File: src/rtl/control_unit_hs.sv
// Multicycle RISC-V control FSM: fetch/decode/exec/mem/writeback with a mem_ack handshake, watchdog, halt/resume and instret.
// ALU op 3 cycles, load 4, store 3 at zero wait; each low mem_ack cycle in a memory state stalls one cycle; outputs decode state/inputs.
module control_unit_hs #(
  parameter int TIMEOUT  = 16,
  parameter int CNT_W    = (TIMEOUT > 0) ? $clog2(TIMEOUT + 1) : 1,
  parameter int RETIRE_W = 32
) (
  input  logic                clk,
  input  logic                rst,
  input  logic [6:0]          opcode,
  input  logic                error,
  input  logic                mem_ack,
  input  logic                resume,
  output logic                pcUpdate,
  output logic                regWrite,
  output logic                memWrite,
  output logic                memRead,
  output logic                irWrite,
  output logic                halted,
  output logic                timeout,
  output logic [RETIRE_W-1:0] instret
);

  typedef enum logic [2:0] {
    S_FETCH, S_DECODE, S_EXEC, S_MEM_RD, S_MEM_WR, S_WB, S_HALT
  } state_t;

  localparam logic [6:0] OP_LOAD   = 7'b0000011;
  localparam logic [6:0] OP_STORE  = 7'b0100011;
  localparam logic [6:0] OP_LUI    = 7'b0110111;
  localparam logic [6:0] OP_AUIPC  = 7'b0010111;
  localparam logic [6:0] OP_JAL    = 7'b1101111;
  localparam logic [6:0] OP_JALR   = 7'b1100111;
  localparam logic [6:0] OP_BRANCH = 7'b1100011;
  localparam logic [6:0] OP_IMM    = 7'b0010011;
  localparam logic [6:0] OP_OP     = 7'b0110011;

  localparam logic [CNT_W-1:0] CNT_LAST = CNT_W'((TIMEOUT > 0) ? TIMEOUT - 1 : 0);

  state_t           state;
  state_t           nxt;
  logic [CNT_W-1:0] wcnt;
  logic             waiting;
  logic             wd_hit;
  logic             retire;

  always_comb begin
    waiting = (state == S_FETCH) || (state == S_MEM_RD) || (state == S_MEM_WR);
    wd_hit  = (TIMEOUT != 0) && waiting && !mem_ack && (wcnt == CNT_LAST);
    nxt     = state;
    retire  = 1'b0;
    case (state)
      S_FETCH:  if (mem_ack) nxt = S_DECODE;
      S_DECODE: begin
        case (opcode)
          OP_LOAD:  nxt = S_MEM_RD;
          OP_STORE: nxt = S_MEM_WR;
          OP_LUI, OP_AUIPC, OP_JAL, OP_JALR, OP_BRANCH, OP_IMM, OP_OP: nxt = S_EXEC;
          default:  nxt = S_HALT;
        endcase
      end
      S_EXEC: begin
        nxt    = S_FETCH;
        retire = 1'b1;
      end
      S_MEM_RD: if (mem_ack) nxt = S_WB;
      S_WB: begin
        nxt    = S_FETCH;
        retire = 1'b1;
      end
      S_MEM_WR: begin
        if (mem_ack) begin
          nxt    = S_FETCH;
          retire = 1'b1;
        end
      end
      S_HALT:  if (resume) nxt = S_FETCH;
      default: nxt = S_HALT;
    endcase
    if (wd_hit) nxt = S_HALT;
    // A datapath fault overrides everything, including a completing retire.
    if (error) begin
      nxt    = S_HALT;
      retire = 1'b0;
    end
  end

  always_ff @(posedge clk or negedge rst) begin
    if (!rst) begin
      state   <= S_FETCH;
      wcnt    <= '0;
      timeout <= 1'b0;
      instret <= '0;
    end else begin
      state <= nxt;
      // Counter only survives while parked in the same memory state without ack.
      if (waiting && !mem_ack && (nxt == state)) wcnt <= wcnt + CNT_W'(1);
      else                                       wcnt <= '0;
      if (!error) begin
        if (wd_hit)                           timeout <= 1'b1;
        else if ((state == S_HALT) && resume) timeout <= 1'b0;
      end
      if (retire) instret <= instret + RETIRE_W'(1);
    end
  end

  always_comb begin
    memRead  = (state == S_FETCH) || (state == S_MEM_RD);
    memWrite = (state == S_MEM_WR);
    irWrite  = (state == S_FETCH) && mem_ack;
    pcUpdate = (state == S_EXEC) || (state == S_WB) || ((state == S_MEM_WR) && mem_ack);
    regWrite = ((state == S_EXEC) && (opcode != OP_BRANCH)) || (state == S_WB);
    halted   = (state == S_HALT);
  end

endmodule

File: config.mk
export PLATFORM = sky130hd
export DESIGN_NAME = control_unit_hs
export DESIGN_NICKNAME = d
export VERILOG_FILES = /design/src/rtl/control_unit_hs.sv
export SDC_FILE = /design/constraint.sdc
export NUM_CORES = 1
export LEC_CHECK = 0
export ABC_AREA = 1
export CORE_ASPECT_RATIO = 1.25
export CORE_UTILIZATION = 40
export DETAILED_ROUTE_END_ITERATION = 7
export SETUP_SLACK_MARGIN = 0.2
export SYNTH_ARGS = -nofsm -noshare
export SYNTH_HDL_FRONTEND = slang
export SYNTH_SLANG_ARGS = --single-unit
File: constraint.sdc
create_clock -name clk -period 3.8 [get_ports clk]
set_clock_uncertainty 0.1 [all_clocks]
set_input_delay 0.76 -clock clk [delete_from_list [all_inputs] [get_ports clk]]
set_output_delay 0.76 -clock clk [all_outputs]
set_load 0.01 [all_outputs]
### After elaboration in Yosys (flattened, before gate mapping)

Cells that the tools add are included.

* logic and storage cells: 57
* bits of input ports: 12
* output and inout bits: 39
* flip-flop bits (word level): 41

* muxes and demuxes: 14
* $add $sub $neg: 2
* bitwise logic cells: 1
* equal/unequal tests: 18
* reductions and logical operators: 18

Operators by type and width (number)
* $add A32 B1 Y32 const B: 1
* $eq A7 B6 Y1 const B: 3
* $eq A7 B7 Y1 const B: 3
* $mux W3: 6
* $pmux W3 S6: 1
* $eq A7 B5 Y1 const B: 2
* $eq A3 B3 Y1 const B: 3
* $pmux W3 S3: 1
* $eq A7 B2 Y1 const B: 1
* $logic_and A1 B1 Y1: 7
* $ne A7 B7 Y1 const B: 1
* $reduce_or A7 Y1: 1
* $eq A3 B2 Y1 const B: 2
* $add A5 B1 Y5 const B: 1
* $eq A5 B4 Y1 const B: 1
* $logic_or A1 B1 Y1: 5
* $mux W5: 1
* $mux W1: 4
* $eq A3 B1 Y1 const B: 1
* $eq A3 B3 Y1: 1
* $logic_not A3 Y1: 1
* $pmux W1 S2: 1
* $reduce_and A2 Y1: 1
* $reduce_bool A2 Y1: 1
* 3 further kinds: 3

### Logic depth before layout (Yosys ltp)

* depth in word-level cells: 10
* mapped depth: 12
* mapped depth without buffers: 11

### Worst setup path after synthesis

Ideal clock, no wire load.

* path type: input to output
* start point: in opcode[1]
* end point: out regWrite
* buffers on the path: 0
* data arrival time: 1252 ps
* setup slack: 1688 ps
* data required time: 2940 ps
* stages: 5
* cell sequence: nand2_1 inv_1 nand2_1 nor3_1 o21ai_0

* cells in the longest elaborated chain, start to end: 3

Ends and longest elaborated chain
* start: declaration: line 10 `input logic [6:0] opcode,`
* $ne A7 B7 Y1: line 112 `regWrite = ((state == S_EXEC) && (opcode != OP_BRANCH)) || (state == S_WB);`
* $logic_and A1 B1 Y1: line 112
* $logic_or A1 B1 Y1: line 112
* end: declaration: line 15 `output logic regWrite,`

No other way between the ends.

### Final worst setup path

* start point: in opcode[3]
* end point: out regWrite

Same word-level chain as after synthesis.

==> summary.md <==
| Metric | Value |
|---|---|
| Initial core utilization | `41.7%` |
| Drt first-iter violations | `66` |
| GR Overflow Total | `0` |
| Initial antenna violation count | `0` |
| Multi-input gate area | `approximately 0.0014 sq mm` |
| RSZ-0062 raised after global routing | `false` |
| Total number of vias | `2389` |
| Largest net degree at the start of global routing | `42` |
| Die Ht | `92.3 um` |
| Clock net sink count | `41` |
| Clock Pin Slew Worst Setup and Hold Paths | `0.08 ns` |
| Hold_ws | `around 0.37 ns` |
| CTS Buf Count | `5` |
| Combinational power share | `28.2%` |
| Sequential share of power | `44.6%` |
| CP endpoint | `regWrite` |
| Wire per inst | `12.9 um` |
| Placed cells | `494` |
| Sw Ratio | `33.3%` |
| Post-CTS sizing | `0` |
| CTS tree | `done` |
| Clock share of power | `27.3%` |
| Number of flops mapped to enable cells by yosys | `0` |
| Netlist cell types | `26` |
| GPL Wtd Cong | `0.853` |
| Largest area contributor in the netlist | `dfrtp_1` |
| Critical path class | `in2out` |
| DP HPWL | `5.05 mm` |
| Tightest Pin Transition | `0.917 ns` |
| Via/cell ratio | `around 4.8` |
| Crit. End Element | `output pin` |
| Hold depth | `1` |
| Final Hold Fails | `0` |
| Clock Latency Late Sink | `~0.30 ns` |
| R2r endpoint | `instret[7]` |
| I/O pin total | `51` |
| Yosys reg bits | `41` |
| First-pass GRT wire length | `11.0 mm` |
| CORE AREA | `0.00625 sq mm` |
| GRT Resource Usage Total | `21.2%` |
| Peak fanout along the critical path | `3` |
| Net Sw Power | `0.441 mW` |
| Worst R2R Start | `state[1]` |
| Vias in the first global route | `2415` |
| Area contributors post-synth | `dfrtp_1 (39%), nand2_1 (18%), xor2_1 (6.4%), nor2_1 (6.2%), inv_1 (5.6%)` |
| Net count, final | `431` |
| Area growth from synthesis to layout | `26.1%` |
| FILL cells | `about 650` |
| Area share of the largest cell type after synthesis | `39.3%` |
| Mean Syn Cell Area | `between 7 and 8 sq um` |
| Final Max Slew Viols | `0` |
| Max-Cap Viols | `0` |
| Hold Crit Class | `reg2reg` |
| Share of cells above drive strength 1 | `7.19%` |
| Non-filler cells, final | `about 500` |
| Period utilization | `78.9%` |
| PortBufs | `50` |
| Routed Antenna Nets | `0` |
| CP arrival | `2.14 ns` |
| Async set or reset register ratio after synthesis | `100%` |
| Syn Nets | `between 300 and 400` |
| Clock Tree Root | `clkbuf_8` |
| Die ar. | `0.00685 sq mm` |
| Int Power | `0.883 mW` |
| Number of cell rows | `32` |
| Final min period | `3.00 ns` |
| Die width | `74.2 um` |
| Fmax | `0.333 GHz` |
| Register area | `0.00103 sq mm` |
| H-tree Lvls | `2` |
| PD cells | `about 400 mW/mm^2` |
| Setup bufs post-CTS | `0` |
| Rel. slew slack | `between 30% and 40%` |
| R2r setup slk | `1.82 ns` |
| Worst EP required | `2.94 ns` |
| Number of iterations in the first detailed-routing pass | `4` |
| Antenna fix cells | `0` |
| Post-synthesis cell area | `0.00261 sq mm` |
| Post-Syn Instances | `364` |
| Crit path from | `opcode[3]` |
| DRC Markers | `0` |
| Drt total wl | `6.49 mm` |
| Sequential fraction of the synthesis area | `39.3%` |
| Cell count of the worst reg-to-reg path | `10` |
| Hold_buf cts | `0` |
| Ys flop type | `dfrtp_1` |
| Yosys warns | `0` |
| Maximum VDD drop | `0.000307 V` |
| Max Root-Sink Buffers | `2` |
| Sum Neg Setup Slack | `0 ns` |
| Final setup viols | `0` |
| Status | `finished, final reports clean` |
| Leakage | `~1.5 nW` |
| Setup crit start kind | `input pin` |
[synth_stat cells, types with 3 or more instances]
master	instances
nor2_1	43
inv_1	39
o21ai_1	6
nand4_1	3
nand2_1	125
ha_1	3
nand3_2	4
xor2_1	19
nor3_1	14
xnor2_1	11
dfrtp_1	41
nand2_2	6
buf_2	3
o21ai_0	5
nand3_1	26
[kinds of logic after synthesis]
logic type                 share of synthesized area [%]
DFF                                                 39.3
adders and majority gates                           1.44
buffers and inverters                               7.58
and+or+nand+nor                                     39.0
xor gates and xnor gates                            10.1
AOI/OAI and AO/OA                                   2.59
[worst max-delay path: stages]
cell and delay, ns:
clkdlybuf4s50_1 0.47, nor2_1 0.06, nand2_1 0.10, nor3_1 0.05, o21ai_0 0.14, clkdlybuf4s50_1 0.55
[through the flow]
| step | instance area, sq um | utilization (%) | setup WS [ns] | total power [mW] |
|---|---|---|---|---|
| final | 3290 | 52.6 | 0.801 | 1.32 |
| after global routing | 3290 | 52.6 | 0.680 | 1.40 |
| after CTS | 3290 | 52.6 | 0.792 | 1.34 |
| after detailed placement | 3170 | 50.8 | 0.793 | 0.973 |
| after global placement | 3170 | 50.8 | 0.821 | 0.974 |
| after floorplan | 2610 | - | 1.69 | 0.771 |
[sequential cells by signal, summed over array words and instances, names as in the netlist]
name,flops
instret,32
state,3
timeout,1
wcnt,5
[metal layers]
| layer | routed length (um) | vias up | global-route usage (%) |
|---|---|---|---|
| met4 | 227 | 0 | 9.75 |
| li1 | - | 1234 | - |
| met3 | 211 | 16 | 2.86 |
| met1 | 2860 | 1072 | 25.5 |
| met5 | 0 | - | 0 |
| met2 | 3190 | 67 | 36.6 |
[layout make-up]
cell class	count	area share, %
clock buffers	5	2.09
clock inverters	3	1.41
inverters	42	4.87
multi-input cells	276	42.1
flip-flops and latches	41	31.2
well taps	85	3.24
repair buffers	50	15.1
[power groups by stage]
stage                     clock (mW)  sequential, mW  combinational [mW]
after detailed placement           0           0.596               0.377
after CTS                      0.376           0.590               0.378
after global placement             0           0.599               0.375
final                          0.361           0.590               0.373
after global routing           0.389           0.604               0.412
after floorplan                    0           0.605               0.165
[worst min path at each step]
stage / start / to / slack [ns]
5_1_grt: wcnt[0] / wcnt[0] / 0.39
6_report: wcnt[0] / wcnt[0] / 0.37
4_1_cts: wcnt[0] / wcnt[0] / 0.37
3_3_place_gp: wcnt[0] / wcnt[0] / 0.36
3_5_place_dp: wcnt[0] / wcnt[0] / 0.36
2_1_floorplan: wcnt[0] / wcnt[0] / 0.33
[layout by cell type, fill, tap and decap left out]
cell	Yosys	layout
inv_4	1	1
clkbuf_8	0	5
nand2_2	6	6
nand2_1	125	125
xnor2_1	11	11
nor3_1	14	14
clkinv_4	0	1
o21ai_0	5	5
dfrtp_1	41	41
inv_2	2	2
nor3_2	2	2
nand3_1	26	26
nor2_1	43	43
ha_1	3	3
clkdlybuf4s50_1	0	49
nor2_2	2	2
nand3_2	4	4
a21oi_1	1	1
buf_2	3	1
o21ai_1	6	6
and3_1	1	1
o31ai_1	1	1
nand4_1	3	3
nor2_4	2	2
nor3_4	1	1
xor2_1	19	19
bufinv_16	0	1
inv_1	39	39
clkinvlp_4	0	1
nand2_4	1	1
No activity file was read; power rests on OpenSTA's default activity.
==> patch 1 (same settings) <==
Register the output `timeout` once more, cleared by the reset; this adds one clock of latency there. The other outputs are not delayed to match.
--- a/src/rtl/control_unit_hs.sv
+++ b/src/rtl/control_unit_hs.sv
@@ -37,4 +37,6 @@
 
   localparam logic [CNT_W-1:0] CNT_LAST = CNT_W'((TIMEOUT > 0) ? TIMEOUT - 1 : 0);
+
+  logic timeout_s0;
 
   state_t           state;
@@ -90,5 +92,5 @@
       state   <= S_FETCH;
       wcnt    <= '0;
-      timeout <= 1'b0;
+      timeout_s0 <= 1'b0;
       instret <= '0;
     end else begin
@@ -98,6 +100,6 @@
       else                                       wcnt <= '0;
       if (!error) begin
-        if (wd_hit)                           timeout <= 1'b1;
-        else if ((state == S_HALT) && resume) timeout <= 1'b0;
+        if (wd_hit)                           timeout_s0 <= 1'b1;
+        else if ((state == S_HALT) && resume) timeout_s0 <= 1'b0;
       end
       if (retire) instret <= instret + RETIRE_W'(1);
@@ -114,4 +116,12 @@
   end
 
+  always_ff @(posedge clk or negedge rst) begin
+    if (!rst) begin
+      timeout <= '0;
+    end else begin
+      timeout <= timeout_s0;
+    end
+  end
+
 endmodule
 
Behaviour: no difference found for any inputs over 10 cycles, from zero or initial values and one cycle with rst low; that may be too few to reach the edited logic, so the function may still have changed.
==> patch 1 against the original RTL <==
  * Clock power shrank 17%
  * Combinational power grew 35%
  * Non-clock buffer count is the same
  * Worst setup slack lost 23 ps
  * Worst hold slack lost 79 ps
  * Sequential share of layout area grew 0.31 points
  * Utilization shrank 1.5 points
  * Via count is essentially flat
  * Total power grew 9.8%
  * Synthesized area grew 2.7%
  * Critical path type unchanged
  * Wire length shrank 4.2%
  * Largest cell class unchanged
  * Highest routed layer unchanged
  * Sequential cell count grew 1
  * Cell area grew 1.4%
==> patch 1: results <==
export IMPL_grt_max_degree=43
export IMPL_grtUsageTotal_pct=20.2
export IMPL_numCtsBuffers=5
export IMPL_grt_pass1_vias=2436
export IMPL_worstReg2RegEnd="instret[8]"
export IMPL_antenna_found_initial=0
export IMPL_min_from="timeout_s0"
export IMPL_dpl_hpwl_um=4910
export IMPL_r2r_slack_ps=1760
export IMPL_drive_gt1_share_pct=9.09
export IMPL_worstPathArrival_ps=2160
export IMPL_synthTopCellsByArea="dfrtp_1 (39%), nand2_1 (17%), xor2_1 (7.2%), inv_1 (5.6%), nor2_1 (5.5%)"
export IMPL_synthTopCellsByCount="nand2_1 (119), dfrtp_1 (42), inv_1 (40), nor2_1 (39), nand3_1 (24)"
export IMPL_synth_fp_nets=380
export IMPL_worst_slew_pin_slew_ps=913
export IMPL_io_buffers=50
export IMPL_finalNetCount=432
export IMPL_synth_cell_types=28
export IMPL_min_path_cells=0
export IMPL_worstPathMaxFanout=3
export IMPL_status="complete, no violations"
export IMPL_grt_pass1_wl_um=10800
export IMPL_gp_congestion=0.878
export IMPL_leakagePower_nw=1.57
export IMPL_hold_slack_ps=286
export IMPL_regToRegStartpoint="state[0]"
export IMPL_critical_path_slowest_cell="clkdlybuf4s50_1"
export IMPL_r2r_cells=10
export IMPL_max_stage_delay_ps=560
export IMPL_cts_max_level=2
export IMPL_wire_per_inst_um=12.3
export IMPL_ys_seq_area_share_pct=39.2
export IMPL_drt_first_pass_iters=4
export IMPL_vias_per_cell=4.73
export IMPL_ir_drop_uv=175
export IMPL_cts_root_buf="clkbuf_8"
export IMPL_worstHoldEndpoint="timeout"
export IMPL_drtIter0Drc=89
export IMPL_swShare_pct=36.7
export IMPL_nFillCells=688
-- patch 1: worst max path at each step --
stage	from	end
floorplan	opcode[1]	regWrite
global placement	opcode[3]	regWrite
detailed placement	opcode[2]	regWrite
CTS	opcode[2]	regWrite
global route	opcode[2]	regWrite
finish	opcode[2]	regWrite
-- patch 1: per-layer routing --
layer,up-vias,global-route usage (%),share of wire [%]
met5,-,0,0
met3,14,3.77,3.4
met2,52,36.2,52
met1,1092,23.1,41
li1,1230,-,-
met4,0,7.72,2.9
-- patch 1: final cells by class --
type | instances | share of cell area [%]
Sequential cell | 42 | 31.5
Clock inverter | 1 | 0.150
Timing Repair Buffer | 50 | 14.9
Multi-Input combinational cell | 271 | 42.3
Clock buffer | 7 | 2.59
Tap cell | 87 | 3.26
Inverter | 47 | 5.37
-- patch 1: logic make-up (layout without fill, tap and decap cells) --
| family | after synthesis | in the layout | synth area share [%] |
|---|---|---|---|
| flops | 42 | 42 | 39.2 |
| fa+ha+maj | 3 | 3 | 1.40 |
| compound gates | 13 | 13 | 2.52 |
| simple gates | 223 | 223 | 37.9 |
| buf+inv | 52 | 105 | 8.17 |
| xor+xnor | 32 | 32 | 10.7 |
-- patch 1: worst reg2reg max path: cells and delay by family, from the launching register on --
family	cells	cell delay, ps
buffers and inverters	2	380
xor gates and xnor gates	1	140
DFF	1	480
and+or+nand+nor	7	890
-- patch 1: power by group through the flow --
stage | clock [mW] | combinational (mW) | sequential, mW
3_5_place_dp | 0 | 0.509 | 0.658
4_1_cts | 0.312 | 0.511 | 0.649
3_3_place_gp | 0 | 0.503 | 0.656
5_1_grt | 0.330 | 0.566 | 0.664
2_1_floorplan | 0 | 0.235 | 0.667
6_report | 0.301 | 0.505 | 0.648
-- patch 1: metrics by stage --
| stage | setup slack [ps] | instances | total power [mW] | instance area, µm² |
|---|---|---|---|---|
| finish | 778 | 505 | 1.45 | 3330 |
| detailed placement | 789 | 497 | 1.17 | 3240 |
| floorplan | 1690 | 365 | 0.902 | 2680 |
| global route | 696 | 505 | 1.56 | 3330 |
| CTS | 767 | 505 | 1.47 | 3330 |
| global placement | 818 | 497 | 1.16 | 3240 |
==> patch 2 (config.mk and constraints unchanged) <==
Made on the original files. `TIMEOUT`: 16 -> 8.
--- a/src/rtl/control_unit_hs.sv
+++ b/src/rtl/control_unit_hs.sv
@@ -2,5 +2,5 @@
 // ALU op 3 cycles, load 4, store 3 at zero wait; each low mem_ack cycle in a memory state stalls one cycle; outputs decode state/inputs.
 module control_unit_hs #(
-  parameter int TIMEOUT  = 16,
+  parameter int TIMEOUT  = 8,
   parameter int CNT_W    = (TIMEOUT > 0) ? $clog2(TIMEOUT + 1) : 1,
   parameter int RETIRE_W = 32
Behaviour: not the same (Yosys sat finds a counterexample within 10 cycles, from zero or initial values and one cycle with rst low).
==> patch 2 against the original RTL <==
  * Clock power decreased by 24%
  * Wire length decreased by 1.1%
  * Total power increased by 25%
  * Worst setup slack got worse by 120 ps
  * Synthesized area increased by 5.7%
  * Sequential cell count decreased by 1
  * Cell area increased by 3.1%
  * Critical path type unchanged
  * Largest power group unchanged
==> patch 2: results <==
export IMPL_status="complete, no violations"
export IMPL_final_cells=515
export IMPL_route_vias_total=2450
export IMPL_grt_pass1_wl_um=11300
export IMPL_dpl_worst_slack_ps=659
export IMPL_wl_met2_um=3180
export IMPL_nFillCells=670
export IMPL_placed_area_um2=3310
export IMPL_leakagePower_nw=1.51
export IMPL_r2r_cells=7
export IMPL_ir_drop_uv=230
export IMPL_drtIter0Drc=119
export IMPL_hold_slack_ps=367
export IMPL_worstReg2RegEnd="instret[16]"
export IMPL_drive_gt1_share_pct=10.7
export IMPL_regToRegStartpoint="instret[0]"
export IMPL_synth_cell_types=35
export IMPL_gp_congestion=0.890
export IMPL_dpl_hpwl_um=5030
export IMPL_critical_path_slowest_cell="clkdlybuf4s50_1"
export IMPL_syn_inst=376
export IMPL_grt_max_degree=41
export IMPL_synth_fp_nets=390
export IMPL_synthTopCellsByArea="dfrtp_1 (36%), nand2_1 (14%), inv_1 (6.4%), xor2_1 (6.0%), nor2_1 (5.2%)"
export IMPL_finalNetCount=442
export IMPL_reg_top3="instret (32), wcnt (4), state (3)"
export IMPL_wire_per_inst_um=12.5
export IMPL_r2r_slack_ps=1910
export IMPL_worstPathArrival_ps=2260
==> patch 2: cell count changes after synthesis, moves of 3 or more <==
cell,change
xnor2_1,-6
nand2_1,-20
nor3_2,+5
inv_1,+8
nor3_1,+4
o21ai_0,+7
o21ai_1,+3
inv_2,+4
nor2_1,-5
==> patch 2: layout make-up <==
type	instances	area, µm²	share of cell area [%]
repair buffers	50	495	14.6
well taps	87	109	3.21
clock buffers	6	72.6	2.14
flip-flops and latches	40	1000	29.5
clock inverters	1	5.00	0.148
inverters	54	208	6.13
multi-input cells	277	1500	44.2
==> patch 2: how the worst max path moves through the flow <==
stage / depth (start not counted) / from / end / slack [ps]
5_1_grt: 5 / opcode[5] / regWrite / 490
3_3_place_gp: 5 / opcode[5] / regWrite / 730
3_5_place_dp: 6 / opcode[4] / regWrite / 660
2_1_floorplan: 4 / opcode[4] / regWrite / 1740
4_1_cts: 6 / opcode[4] / regWrite / 640
6_report: 6 / opcode[4] / regWrite / 680
==> patch 2: kinds of logic after synthesis <==
kind of cell               synth area share, %
xor gates and xnor gates                  8.22
AOI/OAI and AO/OA                         4.81
buffers and inverters                     9.35
adders and majority gates                0.908
DFF                                       36.3
and+or+nand+nor                           40.4
==> patch 2: power by group <==
| part | switching (mW) | internal [mW] | total, mW | leakage (nW) |
|---|---|---|---|---|
| registers | 0.155 | 0.540 | 0.694 | 0.518 |
| logic | 0.368 | 0.324 | 0.692 | 0.953 |
| clock network | 0.148 | 0.125 | 0.273 | 0.0410 |
==> patch 2: per-layer routing <==
| metal | GRT usage, % | up-vias |
|---|---|---|
| met1 | 23.4 | 1086 |
| met2 | 35.7 | 55 |
| met3 | 3.48 | 17 |
| li1 | - | 1292 |
| met4 | 8.65 | 0 |
| met5 | 0 | - |
